==> src/rtl/cpu_pkg.sv <==
// Shared CPU definitions: opcodes, reset values and the fetch-stage state encoding.
package cpu_pkg;

   localparam logic [3:0]  OP_NOP       = 4'h0;
   localparam logic [3:0]  OP_HLT       = 4'hF;

   localparam logic [15:0] CPU_RESET_PC = 16'h0000;
   localparam logic [15:0] CPU_BUBBLE   = {OP_NOP, 12'h000};

   typedef enum logic [1:0] {
      StRun,
      StDrain,
      StHalt
   } fetch_state_e;

   // Instruction words are 16 bits, so the PC steps by 2 and wraps at 2^16.
   function automatic logic [15:0] pc_inc(input logic [15:0] addr);
      return addr + 16'd2;
   endfunction

endpackage

==> src/rtl/fetch_skid_buf.sv <==
// One-entry {instruction, pc} holding register with load/unload/flush and a full flag.
module fetch_skid_buf
   import cpu_pkg::*;
(
   input  logic        clk_i,
   input  logic        rst_ni,
   input  logic        load_i,
   input  logic        unload_i,
   input  logic        flush_i,
   input  logic [15:0] instr_i,
   input  logic [15:0] pc_i,
   output logic        full_o,
   output logic [15:0] instr_o,
   output logic [15:0] pc_o
);

   logic        full_q, full_d;
   logic [15:0] instr_q, instr_d;
   logic [15:0] pc_q, pc_d;

   // Flush wins over load so a redirect can never leave a stale entry behind.
   always_comb begin
      full_d  = full_q;
      instr_d = instr_q;
      pc_d    = pc_q;
      if (flush_i) begin
         full_d = 1'b0;
      end else if (load_i) begin
         full_d  = 1'b1;
         instr_d = instr_i;
         pc_d    = pc_i;
      end else if (unload_i) begin
         full_d = 1'b0;
      end
   end

   always_ff @(posedge clk_i or negedge rst_ni) begin
      if (!rst_ni) begin
         full_q  <= 1'b0;
         instr_q <= CPU_BUBBLE;
         pc_q    <= CPU_RESET_PC;
      end else begin
         full_q  <= full_d;
         instr_q <= instr_d;
         pc_q    <= pc_d;
      end
   end

   assign full_o  = full_q;
   assign instr_o = instr_q;
   assign pc_o    = pc_q;

endmodule

==> src/rtl/mod_if_fetch.sv <==
// Instruction fetch stage: owns the PC, fetches over req/rdy, feeds decode through a skid buffer.
module mod_if_fetch
   import cpu_pkg::*;
#(
   parameter logic [15:0] RESET_PC   = CPU_RESET_PC,
   parameter logic [3:0]  HLT_OPCODE = OP_HLT,
   parameter logic [15:0] BUBBLE     = CPU_BUBBLE
) (
   input  logic        clk,
   input  logic        rst,
   input  logic        stall,
   input  logic        redirect,
   input  logic [15:0] redirect_pc,
   output logic        imem_req,
   output logic [15:0] imem_addr,
   input  logic        imem_rdy,
   input  logic [15:0] imem_data,
   output logic [15:0] instruction,
   output logic [15:0] pc,
   output logic        valid,
   output logic        halted
);

   fetch_state_e state_q, state_d;
   logic [15:0]  pc_q, pc_d;
   logic         req_q, req_d;
   logic [15:0]  addr_q, addr_d;
   logic [15:0]  instr_q, instr_d;
   logic [15:0]  pc_out_q, pc_out_d;
   logic         valid_q, valid_d;

   logic         skid_load, skid_unload, skid_flush, skid_full, skid_full_nxt;
   logic [15:0]  skid_instr, skid_pc;
   logic         fire, run_fire, pending, take;

   always_comb begin
      state_d     = state_q;
      pc_d        = pc_q;
      instr_d     = instr_q;
      pc_out_d    = pc_out_q;
      valid_d     = valid_q;
      skid_load   = 1'b0;
      skid_unload = 1'b0;
      skid_flush  = 1'b0;

      fire     = req_q & imem_rdy;
      run_fire = fire & (state_q == StRun);
      pending  = req_q & ~imem_rdy;
      take     = ~valid_q | ~stall;

      if (redirect) begin
         pc_d       = redirect_pc & 16'hFFFE;
         valid_d    = 1'b0;
         instr_d    = BUBBLE;
         skid_flush = 1'b1;
         state_d    = pending ? StDrain : StRun;
      end else begin
         if (state_q == StDrain && fire) begin
            state_d = StRun;
         end
         if (run_fire) begin
            // A HLT leaves the PC pointing at itself.
            if (imem_data[15:12] == HLT_OPCODE) begin
               state_d = StHalt;
            end else begin
               pc_d = pc_inc(pc_q);
            end
         end
         if (take) begin
            if (skid_full) begin
               instr_d     = skid_instr;
               pc_out_d    = skid_pc;
               valid_d     = 1'b1;
               skid_unload = 1'b1;
            end else if (run_fire) begin
               instr_d  = imem_data;
               pc_out_d = pc_inc(addr_q);
               valid_d  = 1'b1;
            end else begin
               instr_d = BUBBLE;
               valid_d = 1'b0;
            end
         end else if (run_fire) begin
            skid_load = 1'b1;
         end
      end

      skid_full_nxt = skid_load | (skid_full & ~skid_unload & ~skid_flush);
      // An outstanding request is never withdrawn and its address is frozen until rdy.
      req_d  = pending | ((state_d == StRun) & ~skid_full_nxt);
      addr_d = pending ? addr_q : pc_d;
   end

   always_ff @(posedge clk or negedge rst) begin
      if (!rst) begin
         state_q  <= StRun;
         pc_q     <= RESET_PC;
         req_q    <= 1'b0;
         addr_q   <= RESET_PC;
         instr_q  <= BUBBLE;
         pc_out_q <= RESET_PC;
         valid_q  <= 1'b0;
      end else begin
         state_q  <= state_d;
         pc_q     <= pc_d;
         req_q    <= req_d;
         addr_q   <= addr_d;
         instr_q  <= instr_d;
         pc_out_q <= pc_out_d;
         valid_q  <= valid_d;
      end
   end

   fetch_skid_buf u_skid (
      .clk_i    (clk),
      .rst_ni   (rst),
      .load_i   (skid_load),
      .unload_i (skid_unload),
      .flush_i  (skid_flush),
      .instr_i  (imem_data),
      .pc_i     (pc_inc(addr_q)),
      .full_o   (skid_full),
      .instr_o  (skid_instr),
      .pc_o     (skid_pc)
   );

   assign imem_req    = req_q;
   assign imem_addr   = addr_q;
   assign instruction = instr_q;
   assign pc          = pc_out_q;
   assign valid       = valid_q;
   assign halted      = (state_q == StHalt);

endmodule

==> config.mk <==
export PLATFORM = sky130hd
export DESIGN_NAME = mod_if_fetch
export DESIGN_NICKNAME = d
export VERILOG_FILES = /design/src/rtl/cpu_pkg.sv /design/src/rtl/fetch_skid_buf.sv /design/src/rtl/mod_if_fetch.sv
export SDC_FILE = /design/constraint.sdc
export NUM_CORES = 1
export LEC_CHECK = 0
export ABC_CLOCK_PERIOD_IN_PS = 2300
export CORE_AREA = 2 2 77 133
export CTS_BUF_LIST = sky130_fd_sc_hd__clkbuf_8
export DETAILED_ROUTE_END_ITERATION = 12
export DIE_AREA = 0 0 79 135
export GPL_TIMING_DRIVEN = 0
export MAX_ROUTING_LAYER = met4
export PLACE_DENSITY = 0.85
export SLEW_MARGIN = 20
export SYNTH_ARGS = -nofsm -noshare
export SYNTH_HDL_FRONTEND = slang
export SYNTH_SLANG_ARGS = --single-unit
==> constraint.sdc <==
create_clock -name clk -period 2.3 [get_ports clk]
set_input_delay 0.46 -clock clk [delete_from_list [all_inputs] [get_ports clk]]
set_output_delay 0.46 -clock clk [all_outputs]
set_load 0.01 [all_outputs]
==> metrics <==
fin crit period 2.20 ns; Synth cell types 43; deepest clock path buffer count 2; Switching Share 0.298; Worst EP arrival about 2.5 ns; Vias/cell 5.52; Synth Instances 453; max incr delay on CP 0.50 ns; die height 135 µm; fraction of registers with async set or reset after synthesis 1.00; row cnt 47; Slowest-stage cell, CP clkdlybuf4s50_1; clock root buffer clkbuf_8; combinational share of power 0.249; Final Hold Viols 0; worst min path class in2async; GRT Max-Usage Layer met2; cells along the critical path clkdlybuf4s50_1 > nor4bb_1 > buf_2 > o21ai_1 > clkbuf_1 > mux2_1; Layout Cells excl Fill a little under 700; drt first pass iters 5; final setup vio count 0; RSZ-0062 raised after global routing true; Crit Path Max Fanout 10; Critical Path RT 2.55 ns; Overflow after GRT 0; die width 79 µm; CTS Buf Count 9; Pwr Total 4.74 mW; Worst setup EP type flip-flop; FF+latch count, synth approximately 100; pin count of the biggest net entering global routing just over 80; DRC 0; placed insts 662; WS Path Type in2reg; final instance area 5930 µm²; Max Cap Violations 0; Antenna Nets Post-Route 0; clock power share 0.242; All-Layer GR Usage 0.229; Mapped Area 4660 µm²; Pint 3.33 mW; met1 usage 0.251; CTS tree done; area of the multi-input gates 2030 µm²; fillcell total ~790; final WL ~11000 µm; Clk pin slew, worst setup/hold paths 0.09 ns; # IOs slightly below 90; Yosys warnings 0; FF+latch area approximately 2500 µm²; Max Slew Vio Count 0; die area 10700 µm²; Port Buffers 86; post-synthesis sequential area ratio 0.542; Flop pwr share 0.509; worst relative slew slack 0.500; global-route wire length before repair 18500 µm; Initial DRC Count 307; skew final approximately 0.011 ns; vias in the first global route 3901; fin crit share 0.958; drt wl/cell 16.4 µm; M2 GR Usage 0.398; core area 9530 µm²; Num Clock Sinks 101; syn_nets 492; Layout area overhead 27.2%; status complete, no violations; Starting Density 0.489; Fmax achieved 454 MHz; startpoint types primary input; dpl hpwl 8510 µm; Syn Area/Cell roughly 10 µm²; Total Negative Setup Slacks 0 ns; share of layout cells above drive strength 1 0.0737; GP Congestion 0.889; sw power 1.42 mW; Post-synth EDFFs 0; ANT cells 0; Power Density approximately 800 nW/µm²; initial antenna violation count 0; ys flop type dfrtp_1; Final #Nets 590; VDD IR max 0.405 mV; Post-DP Area 5710 µm²; P_leak 2.55 nW; # H-tree levels 3; Clk Latency, worst-skew pair 0.37 ns; Worst Tran Pin Value 0.747 ns; DR vias about 3.7k; met3 Track Usage GR 0.0314
cell type report:
class,instances,share of cell area
sequential,101,0.426
multi-input combinational,322,0.342
timing repair buffer,88,0.152
tap,122,0.0257
clock buffer,11,0.0255
buffer,24,0.0169
clock inverter,5,0.00865
inverter,5,0.00316
per-stage QoR:
step                      hold slack (ns)   util  setup WS (ns)
after floorplan                     0.164      -          0.471
after global placement              0.462  0.596          -2.83
after detailed placement            0.316  0.599         -0.453
after CTS                           0.491  0.622        0.00136
after global routing                0.507  0.623        -0.0218
final                               0.493  0.623         0.0959
synth_stat cells, types with 2 or more instances:
cell,number,area share
a21oi_1,11,0.012
ha_1,2,0.0054
buf_1,3,0.0024
mux2i_1,3,0.0064
nand3_1,11,0.012
nor4_1,4,0.0054
a221o_1,5,0.011
or4_1,2,0.0032
nor3_1,6,0.0064
and3_1,8,0.011
xnor2_1,14,0.026
nand4_1,8,0.011
buf_2,3,0.0032
inv_1,5,0.0040
dfrtp_1,101,0.54
clkbuf_1,18,0.014
mux2_2,11,0.027
nor2b_1,8,0.011
a22o_1,16,0.030
mux2_1,24,0.058
o31ai_1,4,0.0064
o21ai_1,46,0.049
and4_1,2,0.0038
nand2_1,77,0.062
xor2_1,11,0.021
nor2_1,27,0.022
o21ai_0,7,0.0075
layout by cell type (no fill, tap or decap), types with 2 or more instances in the layout:
master and n:
a21oi_1 11, clkdlybuf4s50_1 85, mux2_2 11, clkbuf_1 16, buf_1 2, nand2_1 76, o21ai_1 46, nor4_1 3
a22o_1 16, nand3_2 2, clkbuf_8 11, or4_1 2, o31ai_1 4, ha_1 2, buf_2 3, nor2_1 26
dfrtp_1 101, xnor2_1 14, mux2_1 24, nand4_1 8, mux2i_1 3, and4_1 2, xor2_1 11, nor2b_1 8
inv_1 7, and3_1 8, clkbuf_2 2, nor3_1 6, o21ai_0 7, nand3_1 10, a221o_1 5
routing by layer:
| layer | share of wire | wire length (µm) |
|---|---|---|
| met5 | 0 | 0 |
| met4 | 0.028 | 309 |
| met3 | 0.035 | 388 |
| met2 | 0.56 | 6230 |
| met1 | 0.38 | 4200 |
registers in the layout, summed over array words and instances (netlist names):
| register | flops |
|---|---|
| imem_addr | 16 |
| instruction | 16 |
| pc | 16 |
| pc_q | 16 |
| u_skid.instr_o | 16 |
| u_skid.pc_o | 16 |
| state_q | 2 |
| imem_req | 1 |
| u_skid.full_o | 1 |
| valid | 1 |
critical path: cells and delay by family:
family | cells | cell delay, ns
multiplexers | 1 | 0.38
AO/OA/AOI/OAI | 1 | 0.30
AND/OR/NAND/NOR | 1 | 0.17
buffers and inverters | 3 | 1.14
final timing paths:
check	startpoint	end	slack (ns)	cells after the start
max	imem_rdy	pc[7]	0.1	6
min	rst	pc[7]	0.49	2
max reg2reg	imem_req	imem_addr[9]	0.22	4
min reg2reg	pc[2]	pc[2]	0.49	2
max in group asynchronous	rst	u_skid.instr_o[1]	1.16	3
min in group clk	pc[2]	pc[2]	0.49	2
repair_timing:
| action | 4_1_cts | 5_1_grt |
|---|---|---|
| setup buffers | 0 | 0 |
| hold buffers | 1 | 0 |
| endpoints found under the setup margin | 13 | 35 |
| cloned | 0 | 0 |
| gates resized for setup | 2 | 6 |
| hold endpoints to repair | 19 | 0 |
power by group through the flow:
stage / clock network, mW / logic, mW / registers, mW
after global routing: 1.23 / 1.30 / 2.46
after floorplan: 0 / 0.521 / 2.45
final: 1.15 / 1.18 / 2.41
after detailed placement: 0 / 1.19 / 2.44
after CTS: 1.16 / 1.20 / 2.41
after global placement: 0 / 1.14 / 2.42
kinds of logic after synthesis:
kind of cell,synth area share
compound gates,0.124
buf+inv,0.0258
xor+xnor,0.0470
fa+ha+maj,0.00537
mux,0.0910
simple gates,0.165
flops,0.542
Power figures use the tool's default switching activity.
